==> config.mk <==
export PLATFORM = sky130hd
export DESIGN_NAME = inst_mem_loader_flat
export DESIGN_NICKNAME = d
export VERILOG_FILES = /design/src/rtl/inst_mem_loader_if.sv /design/src/rtl/inst_mem_loader.sv /design/src/flat_wrapper.sv
export SDC_FILE = /design/constraint.sdc
export NUM_CORES = 1
export LEC_CHECK = 0
export CAP_MARGIN = 0
export CORE_MARGIN = 10
export CORE_UTILIZATION = 48
export DETAILED_ROUTE_END_ITERATION = 8
export GPL_TIMING_DRIVEN = 0
export PLACE_DENSITY = 0.76
export SLEW_MARGIN = 5
export SYNTH_ARGS = -nofsm -noshare
export SYNTH_HDL_FRONTEND = slang
export SYNTH_SLANG_ARGS = --single-unit
==> constraint.sdc <==
create_clock -name clk -period 2.5 [get_ports clk]
set_input_delay 0.375 -clock clk [delete_from_list [all_inputs] [get_ports clk]]
set_output_delay 0.375 -clock clk [all_outputs]
set_load 0.005 [all_outputs]
==> src/rtl/inst_mem_loader_if.sv <==
// Word-stream and memory-write bundle for inst_mem_loader.
// The checksum signal exists only when INST_MEM_LOADER_CHECKSUM_EN is defined.
interface inst_mem_loader_if #(
  parameter int ADDR_WIDTH = 8
);
  logic                  start;
  logic [31:0]           word_in;
  logic                  word_valid;
  logic                  word_last;
  logic                  word_ready;
  logic                  mem_we;
  logic [ADDR_WIDTH-1:0] mem_addr;
  logic [7:0]            mem_wdata;
  logic                  busy;
  logic                  done;
  logic                  err;
`ifdef INST_MEM_LOADER_CHECKSUM_EN
  logic [7:0]            checksum;

  modport master (
    output start, word_in, word_valid, word_last,
    input  word_ready, mem_we, mem_addr, mem_wdata, busy, done, err, checksum
  );

  modport slave (
    input  start, word_in, word_valid, word_last,
    output word_ready, mem_we, mem_addr, mem_wdata, busy, done, err, checksum
  );
`else
  modport master (
    output start, word_in, word_valid, word_last,
    input  word_ready, mem_we, mem_addr, mem_wdata, busy, done, err
  );

  modport slave (
    input  start, word_in, word_valid, word_last,
    output word_ready, mem_we, mem_addr, mem_wdata, busy, done, err
  );
`endif
endinterface

==> src/rtl/inst_mem_loader.sv <==
// Streams 32-bit instruction words into byte-wide instruction memory, little-endian, with
// bounds checking. Define INST_MEM_LOADER_CHECKSUM_EN for a per-session 8-bit byte checksum.
module inst_mem_loader #(
  parameter int ADDR_WIDTH = 8,
  parameter int DEPTH      = 32,
  parameter int BASE_ADDR  = 0
) (
  input  logic              clk,
  input  logic              rst,
  inst_mem_loader_if.slave  bus
);

  typedef enum logic [1:0] {
    ST_IDLE   = 2'd0,
    ST_ACCEPT = 2'd1,
    ST_WRITE  = 2'd2,
    ST_DONE   = 2'd3
  } state_t;

  localparam logic [ADDR_WIDTH-1:0] BASE_PTR  = ADDR_WIDTH'(BASE_ADDR);
  localparam logic [ADDR_WIDTH:0]   LAST_BYTE = (ADDR_WIDTH+1)'(DEPTH - 1);

  function automatic logic [7:0] byte_sel(input logic [31:0] w, input logic [1:0] idx);
    logic [7:0] b;
    case (idx)
      2'd0:    b = w[7:0];
      2'd1:    b = w[15:8];
      2'd2:    b = w[23:16];
      2'd3:    b = w[31:24];
      default: b = 8'h00;
    endcase
    return b;
  endfunction

  state_t                state_r, state_s;
  logic [ADDR_WIDTH-1:0] ptr_r, ptr_s;
  logic [1:0]            bc_r, bc_s;
  logic [31:0]           word_r, word_s;
  logic                  last_r, last_s;
  logic                  err_r, err_s;
  logic [ADDR_WIDTH:0]   end_addr_s;

  logic                  word_ready_r;
  logic                  mem_we_r;
  logic [ADDR_WIDTH-1:0] mem_addr_r;
  logic [7:0]            mem_wdata_r;
  logic                  busy_r;
  logic                  done_r;

  // Extra bit keeps the bound check from wrapping near the top of the address space.
  assign end_addr_s = {1'b0, ptr_r} + (ADDR_WIDTH+1)'(3);

  // Next-state, pointer, byte-counter and word-latch logic.
  always_comb begin
    state_s = state_r;
    ptr_s   = ptr_r;
    bc_s    = bc_r;
    word_s  = word_r;
    last_s  = last_r;
    err_s   = err_r;
    case (state_r)
      ST_IDLE: begin
        if (bus.start) begin
          state_s = ST_ACCEPT;
          ptr_s   = BASE_PTR;
          bc_s    = 2'd0;
          err_s   = 1'b0;
        end else begin
          state_s = ST_IDLE;
        end
      end
      ST_ACCEPT: begin
        if (bus.word_valid) begin
          word_s = bus.word_in;
          last_s = bus.word_last;
          bc_s   = 2'd0;
          if (end_addr_s > LAST_BYTE) begin
            err_s   = 1'b1;
            state_s = ST_DONE;
          end else begin
            state_s = ST_WRITE;
          end
        end else begin
          state_s = ST_ACCEPT;
        end
      end
      ST_WRITE: begin
        if (bc_r == 2'd3) begin
          bc_s    = 2'd0;
          ptr_s   = ptr_r + ADDR_WIDTH'(4);
          state_s = last_r ? ST_DONE : ST_ACCEPT;
        end else begin
          bc_s = bc_r + 2'd1;
        end
      end
      ST_DONE: begin
        state_s = ST_IDLE;
      end
      default: begin
        state_s = ST_IDLE;
      end
    endcase
  end

  // State and datapath registers; outputs are registered from the next-state values.
  always_ff @(posedge clk or negedge rst) begin
    if (!rst) begin
      state_r      <= ST_IDLE;
      ptr_r        <= BASE_PTR;
      bc_r         <= 2'd0;
      word_r       <= 32'h0000_0000;
      last_r       <= 1'b0;
      err_r        <= 1'b0;
      word_ready_r <= 1'b0;
      mem_we_r     <= 1'b0;
      mem_addr_r   <= {ADDR_WIDTH{1'b0}};
      mem_wdata_r  <= 8'h00;
      busy_r       <= 1'b0;
      done_r       <= 1'b0;
    end else begin
      state_r      <= state_s;
      ptr_r        <= ptr_s;
      bc_r         <= bc_s;
      word_r       <= word_s;
      last_r       <= last_s;
      err_r        <= err_s;
      word_ready_r <= (state_s == ST_ACCEPT);
      mem_we_r     <= (state_s == ST_WRITE);
      mem_addr_r   <= (state_s == ST_WRITE) ? (ptr_s + ADDR_WIDTH'(bc_s)) : {ADDR_WIDTH{1'b0}};
      mem_wdata_r  <= (state_s == ST_WRITE) ? byte_sel(word_s, bc_s) : 8'h00;
      busy_r       <= (state_s != ST_IDLE);
      done_r       <= (state_s == ST_DONE);
    end
  end

  assign bus.word_ready = word_ready_r;
  assign bus.mem_we     = mem_we_r;
  assign bus.mem_addr   = mem_addr_r;
  assign bus.mem_wdata  = mem_wdata_r;
  assign bus.busy       = busy_r;
  assign bus.done       = done_r;
  assign bus.err        = err_r;

`ifdef INST_MEM_LOADER_CHECKSUM_EN
  logic [7:0] checksum_r, checksum_s;

  // Sum the byte currently on the write port; mem_wdata_r is valid whenever state is WRITE.
  always_comb begin
    checksum_s = checksum_r;
    if ((state_r == ST_IDLE) && bus.start) begin
      checksum_s = 8'h00;
    end else if (state_r == ST_WRITE) begin
      checksum_s = checksum_r + mem_wdata_r;
    end else begin
      checksum_s = checksum_r;
    end
  end

  // Checksum register.
  always_ff @(posedge clk or negedge rst) begin
    if (!rst) begin
      checksum_r <= 8'h00;
    end else begin
      checksum_r <= checksum_s;
    end
  end

  assign bus.checksum = checksum_r;
`endif

endmodule

==> src/flat_wrapper.sv <==
// flat-port wrapper written by rule: the top's interface ports become plain ports
module inst_mem_loader_flat 
#(
  parameter int ADDR_WIDTH = 8,
  parameter int DEPTH      = 32,
  parameter int BASE_ADDR  = 0
)
  (clk, rst, bus_start, bus_word_in, bus_word_valid, bus_word_last, bus_word_ready, bus_mem_we, bus_mem_addr, bus_mem_wdata, bus_busy, bus_done, bus_err);
  inst_mem_loader_if #(.ADDR_WIDTH(ADDR_WIDTH)) bus_i ();
  input  logic clk;
  input  logic rst;
  input wire logic [$bits(bus_i.start)-1:0] bus_start;
  input wire logic [$bits(bus_i.word_in)-1:0] bus_word_in;
  input wire logic [$bits(bus_i.word_valid)-1:0] bus_word_valid;
  input wire logic [$bits(bus_i.word_last)-1:0] bus_word_last;
  output wire logic [$bits(bus_i.word_ready)-1:0] bus_word_ready;
  output wire logic [$bits(bus_i.mem_we)-1:0] bus_mem_we;
  output wire logic [$bits(bus_i.mem_addr)-1:0] bus_mem_addr;
  output wire logic [$bits(bus_i.mem_wdata)-1:0] bus_mem_wdata;
  output wire logic [$bits(bus_i.busy)-1:0] bus_busy;
  output wire logic [$bits(bus_i.done)-1:0] bus_done;
  output wire logic [$bits(bus_i.err)-1:0] bus_err;
  assign bus_i.start = bus_start;
  assign bus_i.word_in = bus_word_in;
  assign bus_i.word_valid = bus_word_valid;
  assign bus_i.word_last = bus_word_last;
  assign bus_word_ready = bus_i.word_ready;
  assign bus_mem_we = bus_i.mem_we;
  assign bus_mem_addr = bus_i.mem_addr;
  assign bus_mem_wdata = bus_i.mem_wdata;
  assign bus_busy = bus_i.busy;
  assign bus_done = bus_i.done;
  assign bus_err = bus_i.err;
  inst_mem_loader #(.ADDR_WIDTH(ADDR_WIDTH), .DEPTH(DEPTH), .BASE_ADDR(BASE_ADDR)) u_core (.clk(clk), .rst(rst), .bus(bus_i));
endmodule
# Yosys cells after proc, flatten, opt, wreduce, memory -nomap -nowiden
# Index checks and enable logic that the tools add are counted.
[classes]
n_lt_le_gt_ge = 1
reduce_logical = 6
muxes = 22
bitwise_logic = 0
add_sub_neg = 4
shifts = 0
eq_ne = 13
div = 0
multipliers = 0
[op_table]
columns = ["operator", "count"]
rows = [
  ["$mux 32", 2],
  ["$mux 8", 4],
  ["$pmux 8 s4", 1],
  ["$pmux 8 s2", 1],
  ["$eq 2x2->1 const B", 7],
  ["$mux 2", 6],
  ["$add 8x2->9 const B", 1],
  ["$gt 9x5->1 const B", 1],
  ["$add 8x2->8", 1],
  ["$add 8x3->8 const B", 1],
  ["$pmux 2 s4", 1],
  ["$eq 2x1->1 const B", 3],
  ["$pmux 2 s3", 1],
  ["$mux 1", 5],
  ["$logic_not 2->1", 2],
  ["$ne 2x2->1 const B", 2],
  ["$reduce_and 4->1", 1],
  ["$reduce_bool 2->1", 2],
  ["$add 2x1->2 const B", 1],
  ["$ne 2x1->1 const B", 1],
  ["$pmux 1 s2", 1],
  ["$reduce_and 2->1", 1],
]
[totals]
mem_bits_rw = 0
elab_cells = 58
ff_bits = 66
input_bits = 37
output_inout_bits = 21
romBits = 0
latchBits = 0
mem_count = 0

# Logic depth before layout (Yosys ltp)
# Gate-level depths: netlist (run 1).
[depth]
depth_word = 7
mapped_depth = 10

# Worst setup path before layout (run 1)
# No wires, ideal clock.
[synth_timing]
path_kind = "register to register"
start = "register u_core.state_r[0]"
end = "register u_core.mem_addr_r[6] (netlist: u_core.bus.mem_addr[6])"
n_path_buf = 2
path_slack_ps = 138
t_arrival_ps = 2276
period_less_slack_ps = 2362
path_stages_with_launch = 11
cell_sequence = "dfrtp_1 > buf_2 > buf_2 > nor3_1 > o21bai_1 > mux2_2 > ha_1 > fa_1 > nand3_1 > and4b_1 > nor3_1"
[synth_via]
elab_chain_len = 4
word_cells_on_any_way = 11
cone_classes = "add/sub (1); eq/ne (4); mux (5); reduce/logical (1)"
[synth_rtl]
columns = ["element", "line_no", "source"]
rows = [
  ["start: declaration", "inst_mem_loader.sv:35", "state_t state_r, state_s;"],
  ["start signal: assignment", "inst_mem_loader.sv:121", "state_r <= state_s;"],
  ["$eq 2x2->1, or another cell as far along", "inst_mem_loader.sv:61", "case (state_r)"],
  ["$pmux 2 s3 *", "inst_mem_loader.sv:61", ""],
  ["net u_core.bc_s[0]", "inst_mem_loader.sv:37", "logic [1:0] bc_r, bc_s;"],
  ["$add 8x2->8 *", "inst_mem_loader.sv:129", "mem_addr_r <= (state_s == ST_WRITE) ? (ptr_s + ADDR_WIDTH'(bc_s)) : {ADDR_WIDTH{1'b0}};"],
  ["$mux 8 *", "inst_mem_loader.sv:129", ""],
  ["end signal: assignment", "inst_mem_loader.sv:116", "mem_addr_r <= {ADDR_WIDTH{1'b0}};"],
  ["end signal: assignment", "inst_mem_loader.sv:129", ""],
  ["end: declaration", "inst_mem_loader.sv:45", "logic [ADDR_WIDTH-1:0] mem_addr_r;"],
]
# The timed path passes the listed nets; every way through them passes the cells marked *.
# A chain may end at the register's enable or synchronous reset.

# Final worst setup path (run 1)
[layout_timing]
start = "input port bus_word_valid"
end = "register u_core.mem_addr_r[6] (netlist: u_core.bus.mem_addr[6])"
[layout_via]
elab_chain_len = 4
word_cells_on_any_way = 7
cone_classes = "add/sub (1); eq/ne (1); mux (5)"
[layout_rtl]
columns = ["element", "line_no", "source"]
rows = [
  ["start: declaration", "flat_wrapper.sv:14", "input wire logic [$bits(bus_i.word_valid)-1:0] bus_word_valid;"],
  ["$mux 2", "inst_mem_loader.sv:73", "if (bus.word_valid) begin"],
  ["$pmux 2 s3", "inst_mem_loader.sv:61", ""],
  ["net u_core.bc_s[0]", "inst_mem_loader.sv:37", ""],
  ["$add 8x2->8", "inst_mem_loader.sv:129", ""],
  ["$mux 8", "inst_mem_loader.sv:129", ""],
]
# The timed path passes the listed nets, and every way through them passes these cells.

==> flow_metrics.tcl, run 1 <==
set metrics [dict create \
    numCtsBuffers 9 \
    drt_pass1_iterations 6 \
    synth.largest_area_cell "dfrtp_1" \
    fin_skew_ns 0.00650 \
    clk_path_buf_depth 2 \
    syn_to_final_growth_pct 28.6 \
    grt_util_all_layers 0.160 \
    p_int_mw 2.93 \
    met3_usage 0.0365 \
    nets 456 \
    layout_setup_ws_ns 0.0556 \
    synth-compound-area-share 0.122 \
    synth_top_area_share 0.495 \
    worst_slew_pin_slew_ns 0.827 \
    reg2reg_from "u_core.state_r[0]" \
    grt_start_max_net_pins 67 \
    worstSkewPairLatency_ns 0.34 \
    initial_core_util 0.494 \
    arrival_ns 2.70 \
    place.gp.congestion 0.914 \
    core-area_um2 6760 \
    grt_use_met2 0.276 \
    cts_sinks 66 \
    die_x_um 103 \
    port-buffer-count 57 \
    dpl_cell_area_um2 4000 \
    fin_tns_setup_ns 0 \
    root_buffer "clkbuf_8" \
    ys_async_sr_fraction 1.00 \
    hold_class "input pin to asynchronous set/reset pin" \
    seqPwrFrac 0.351 \
    post-route-period-util 0.978 \
    grt_use_met1 0.184 \
    fmax_mhz 409 \
    synth_top_family_by_area "simple AND/OR/NAND/NOR gates" \
    ys_top_cells_by_count "110 x nand2_1, 66 x dfrtp_1, 25 x mux2i_1" \
    synth_fa_ha_area_frac 0.0285 \
    p_clk_frac 0.169 \
    crit_fanout 5 \
    cts_max_level 3 \
    leakagePower_nw 1.94 \
    cts.reportedPaths.clkPinSlew_ns 0.07 \
    startpoint_type "input pin" \
    diodes 0 \
    p_per_area_nw_per_um2 1120 \
    yosysWarnings 0 \
    design_area_um2 4290 \
    syn_avg_cell_area_um2 9.81 \
    reg2reg_depth 10 \
    max-vdd-ir-drop_mv 0.507 \
    drive_gt1_frac 0.127 \
    p_switching_mw 1.86 \
    ios 58 \
    synthFlopType "dfrtp_1" \
    num_vias 2767 \
    detail_route.wl_per_cell_um 16.8 \
    report.final.slew_viol_count 0 \
    timing.slew.headroom 0.448 \
    dieArea_um2 10700 \
    std_cell_rows 30 \
    swShare 0.389 \
    critPathKind "input pin to register" \
    ys_top_cells_by_area "dfrtp_1 50%, nand2_1 12%, mux2i_1 7.5%, a211oi_2 2.6%, a22o_1 2.4%" \
    dp_hpwl_um 5670 \
    grt_overflow 0 \
    syn-cell-area_um2 3330 \
    setup_violations 0 \
    via_per_inst 5.58 \
    synth.area.mux_share 0.0818 \
    drc 0 \
    end_kind "register" \
    status "finished, final reports clean" \
    ant_nets 0 \
    critPathSlowestCell "clkdlybuf4s50_1" \
    synth_sequential_area_ratio 0.495 \
    busiest_layer "met2" \
    cp.required_ns 2.75 \
    regToRegSetupSlack_ns 0.10 \
    final_hold_viol_count 0 \
    worstReg2RegEnd "u_core.bus.mem_addr[6]" \
    antenna_found_initial 0 \
    crit_chain "clkdlybuf4s50_1, nor2b_2, o21bai_1, mux2_4, ha_2, fa_2, nand3_1, and4b_1, nor3_1" \
    synthCells 340 \
    routed_wl_um 8350 \
    grt_pass1_wl_um 13300 \
    synth-edff-count 0 \
    yosys.cell_types.count 53 \
    synthXorXnorAreaFrac 0.0158 \
    syn_nets 384 \
    pwr-share-comb 0.480 \
    synthSimpleGateAreaFrac 0.217 \
    die_h_um 103 \
    ys_seq_elements 66 \
    drt_iter0_drc 157 \
    grt_pass1_vias 2804 \
    critPathMaxStageDelay_ns 0.50 \
    synth.most_common_cell "nand2_1" \
    cts_tree "built" \
    period_needed_ns 2.44 \
    pre_cts_ws_ns -0.565 \
    finalPower_mw 4.80 \
    drv_cap 0 \
]
==> per-stage QoR <==
| step | std cells | util | hold WS (ns) |
|---|---|---|---|
| floorplan | 340 | - | 0.0794 |
| global placement | 477 | 0.593 | 0.457 |
| detailed placement | 477 | 0.592 | 0.461 |
| CTS | 494 | 0.623 | 0.149 |
| global route | 496 | 0.635 | 0.196 |
| finish | 496 | 0.635 | 0.103 |
==> metal layers <==
metal  vias up  wire (um)
met5         -          0
met4         0        166
met3        12        487
met2        89       4210
met1      1352       3490
li1       1314          -
==> power by group through the flow <==
stage          Combinational (mW)  Sequential, mW  Clock, mW
2_1_floorplan                1.47            1.67          0
3_3_place_gp                 2.09            1.69          0
3_5_place_dp                 2.14            1.70          0
4_1_cts                      2.22            1.68      0.815
5_1_grt                      2.56            1.72      0.850
6_report                     2.30            1.69      0.809
==> critical path: cells and delay by family <==
family | cells | cell delay, ns
fa+ha+maj | 2 | 0.60
buf+inv | 1 | 0.50
compound gates | 1 | 0.10
simple gates | 4 | 0.82
mux | 1 | 0.31
==> what timing repair did <==
| action | 4_1_cts | 5_1_grt |
|---|---|---|
| buffers inserted | 2 | 2 |
| setup endpoints to repair | 4 | 12 |
| hold buffers | 0 | 0 |
| gates resized for setup | 7 | 17 |
| pin swaps | 1 | 1 |
==> cell usage in the layout (no fill, tap or decap), types with 5 or more instances in the layout <==
cell type	netlist	final
clkbuf_1	8	10
mux2i_1	25	25
o21ai_0	6	6
inv_1	7	6
a211oi_2	7	7
ha_1	6	5
dfrtp_1	66	66
nand3_1	6	6
buf_4	0	7
nand2_1	110	110
a22o_1	9	9
clkbuf_8	0	11
nor2_1	14	12
clkdlybuf4s50_1	0	55
==> final cells by class <==
type                            count  area, um^2
Fill cell                         565        2470
Sequential cell                    66        1650
Multi-Input combinational cell    248        1610
Timing Repair Buffer               61         601
Clock buffer                       13         159
Buffer                             19         133
Tap cell                           80         100
Inverter                            7        26.3
Clock inverter                      2        12.5
==> sequential cells by signal (all words and copies together), names as in the netlist <==
name,flops
u_core.bus.mem_wdata,8
u_core.word_r,32
u_core.bus.mem_we,1
u_core.ptr_r,8
u_core.bus.mem_addr,8
u_core.bus.done,1
u_core.bus.word_ready,1
u_core.bc_r,2
u_core.bus.err,1
u_core.bus.busy,1
u_core.state_r,2
u_core.last_r,1
==> cell families (layout without fill, tap and decap cells) <==
logic type	after synthesis	count (layout)
buffers and inverters	26	102
adders and majority gates	7	7
AOI/OAI and AO/OA	47	47
DFF	66	66
muxes	27	27
xor gates and xnor gates	6	6
and+or+nand+nor	161	161
==> worst max path at each step <==
stage                       from                 endpoint  depth (start not counted)
6_report          bus_word_valid   u_core.bus.mem_addr[6]                          9
5_1_grt          u_core.ptr_r[3]  u_core.bus.mem_wdata[2]                          7
4_1_cts        u_core.state_r[0]   u_core.bus.mem_addr[6]                         10
3_5_place_dp      bus_word_valid   u_core.bus.mem_addr[6]                          9
3_3_place_gp                 rst         u_core.word_r[9]                          1
2_1_floorplan  u_core.state_r[0]   u_core.bus.mem_addr[6]                         10
No activity file was read; power rests on OpenSTA's default activity.
==> inputs of run 2 (changes only) <==
--- a/config.mk
+++ b/config.mk
@@ -9,6 +9,7 @@
 export CORE_MARGIN = 10
 export CORE_UTILIZATION = 48
 export DETAILED_ROUTE_END_ITERATION = 8
+export GPL_ROUTABILITY_DRIVEN = 0
 export GPL_TIMING_DRIVEN = 0
 export PLACE_DENSITY = 0.76
 export SLEW_MARGIN = 5
==> results of run 2 <==
Same layout as run 1: the final DEF is identical, and so are final timing and power.
==> inputs of run 3 (changes only) <==
--- a/config.mk
+++ b/config.mk
@@ -11,7 +11,7 @@
 export DETAILED_ROUTE_END_ITERATION = 8
 export GPL_ROUTABILITY_DRIVEN = 0
 export GPL_TIMING_DRIVEN = 0
-export PLACE_DENSITY = 0.76
+export PLACE_DENSITY = 0.77
 export SLEW_MARGIN = 5
 export SYNTH_ARGS = -nofsm -noshare
 export SYNTH_HDL_FRONTEND = slang
==> run 3 against run 2 <==
  * Global-route usage increased by 0.10 points
  * Wire length decreased by 0.63%
  * Non-clock buffer count unchanged
  * Sequential power about the same
  * Fmax increased by 1.3%
  * Critical path type unchanged
  * Largest power group unchanged
==> flow_metrics.tcl, run 3 (synthesis gave the netlist of run 1 again) <==
set metrics [dict create \
    drt_pass1_iterations 4 \
    nets 456 \
    clk_path_buf_depth 2 \
    worst_slew_pin_slew_ns 0.808 \
    dpl_cell_area_um2 4000 \
    timing.slew.headroom 0.461 \
    nFillCells 553 \
    layout_commonest_cell "nand2_1" \
    design_area_um2 4290 \
    cts_tree "built" \
    num_vias 2706 \
    initial_core_util 0.494 \
    ant_nets 0 \
    grt_pass1_wl_um 13400 \
    reg2reg_depth 9 \
    ios 58 \
    detail_route.wl_per_cell_um 16.7 \
    drive_gt1_frac 0.127 \
    fin_tns_setup_ns 0 \
    end_kind "register" \
    die_h_um 103 \
    critPathMaxStageDelay_ns 0.53 \
    final_cells 496 \
    top_register "u_core.word_r" \
    cp.required_ns 2.75 \
    cts_max_level 3 \
    die_x_um 103 \
    period_needed_ns 2.41 \
    cts.reportedPaths.clkPinSlew_ns 0.07 \
    arrival_ns 2.66 \
    core-area_um2 6760 \
    critical_path_buf_inv_count 1 \
    largest_register_ffs 32 \
    via_per_inst 5.46 \
    numCtsBuffers 9 \
    p_per_area_nw_per_um2 1120 \
    root_buffer "clkbuf_8" \
    critPathSlowestCell "clkdlybuf4s50_1" \
    std_cell_rows 30 \
    grt_pass1_vias 2729 \
    report.final.slew_viol_count 0 \
    worstSkewPairLatency_ns 0.34 \
    startpoint_type "input pin" \
    drv_cap 0 \
    dpl.cell_count 477 \
    fin_skew_ns 0.00791 \
    fmax_mhz 414 \
    routed_wl_um 8300 \
    grt_util_all_layers 0.161 \
    syn_to_final_growth_pct 28.6 \
    post-route-period-util 0.965 \
    setup_violations 0 \
    status "finished, final reports clean" \
    drt_iter0_drc 129 \
    hold_class "input pin to asynchronous set/reset pin" \
    dp_hpwl_um 5660 \
    max-vdd-ir-drop_mv 0.573 \
    crit_fanout 5 \
    multi_input_area_um2 1600 \
    cts_sinks 66 \
    port-buffer-count 57 \
    rsz0062_at_grt "false" \
    dieArea_um2 10700 \
    drc 0 \
    grt_start_max_net_pins 67 \
    cp_top_family "simple AND/OR/NAND/NOR gates" \
    antenna_found_initial 0 \
    critPathKind "input pin to register" \
    grt_overflow 0 \
    crit_chain "clkdlybuf4s50_1, nor2b_4, o21bai_1, mux2_4, ha_1, fa_2, nand3_1, and4b_1, nor3_1" \
    final_cell_mix "110 x nand2_1, 65 x dfrtp_1, 55 x clkdlybuf4s50_1" \
    leakagePower_nw 1.96 \
    reg2reg_from "u_core.state_r[1]" \
    final_hold_viol_count 0 \
    area.sequential_um2 1650 \
    regToRegSetupSlack_ns 0.11 \
    worstReg2RegEnd "u_core.bus.mem_addr[6]" \
    diodes 0 \
]
run 3: metrics by stage:
stage               hold slack (ns)  setup slack [ns]  total power, mW  utilization
finish                        0.116            0.0872             4.79        0.635
global route                  0.193           0.00851             5.12        0.635
CTS                           0.163            0.0189             4.74        0.627
detailed placement            0.462            -0.582             3.84        0.592
global placement              0.456             -1.08             3.78        0.593
floorplan                    0.0794             0.138             3.13            -
run 3: how the worst max path moves through the flow:
stage | slack (ns) | cells past startpoint | to | from
global placement | -1.08 | 1 | u_core.word_r[25] | rst
finish | 0.09 | 9 | u_core.bus.mem_addr[6] | bus_word_valid
global route | 0.009 | 9 | u_core.bus.mem_addr[6] | u_core.bc_r[1]
floorplan | 0.14 | 10 | u_core.bus.mem_addr[6] | u_core.state_r[0]
CTS | 0.02 | 10 | u_core.bus.mem_addr[5] | bus_start
detailed placement | -0.58 | 9 | u_core.bus.mem_addr[6] | bus_word_valid
run 3: metal layers:
| layer | vias up | routed length [um] | global-route usage |
|---|---|---|---|
| met2 | 89 | 4110 | 0.273 |
| li1 | 1312 | - | - |
| met3 | 11 | 553 | 0.0512 |
| met5 | - | 0 | 0 |
| met4 | 0 | 119 | 0.0567 |
| met1 | 1294 | 3520 | 0.186 |
run 3: area by class of cell:
| class | instances | share of cell area |
|---|---|---|
| Clock inverter | 2 | 0.00292 |
| Multi-Input combinational cell | 248 | 0.374 |
| Clock buffer | 13 | 0.0370 |
| Sequential cell | 66 | 0.385 |
| Inverter | 7 | 0.00613 |
| Tap cell | 80 | 0.0233 |
| Timing Repair Buffer | 61 | 0.140 |
| Buffer | 19 | 0.0312 |
run 3: worst reg2reg max path, delay by kind of cell (launching register included):
kind                     cells  cell delay, ns
AND/OR/NAND/NOR              5            0.71
adder cells (fa/ha/maj)      2            0.64
flip-flops                   1            0.45
multiplexers                 1            0.32
buffers and inverters        1            0.19
run 3: repair_timing:
item / 4_1_cts / 5_1_grt
pin swaps: 2 / 1
setup endpoints to repair: 6 / 7
hold buffers: 0 / 0
gates resized for setup: 11 / 13
buffers inserted: 3 / 1
gates cloned: 0 / 0
run 3: power breakdown:
part	internal, mW	switching [mW]	leakage, nW
Combinational	1.04	1.25	1.02
Clock	0.408	0.397	0.0855
Sequential	1.48	0.207	0.856
Total	2.93	1.85	1.96
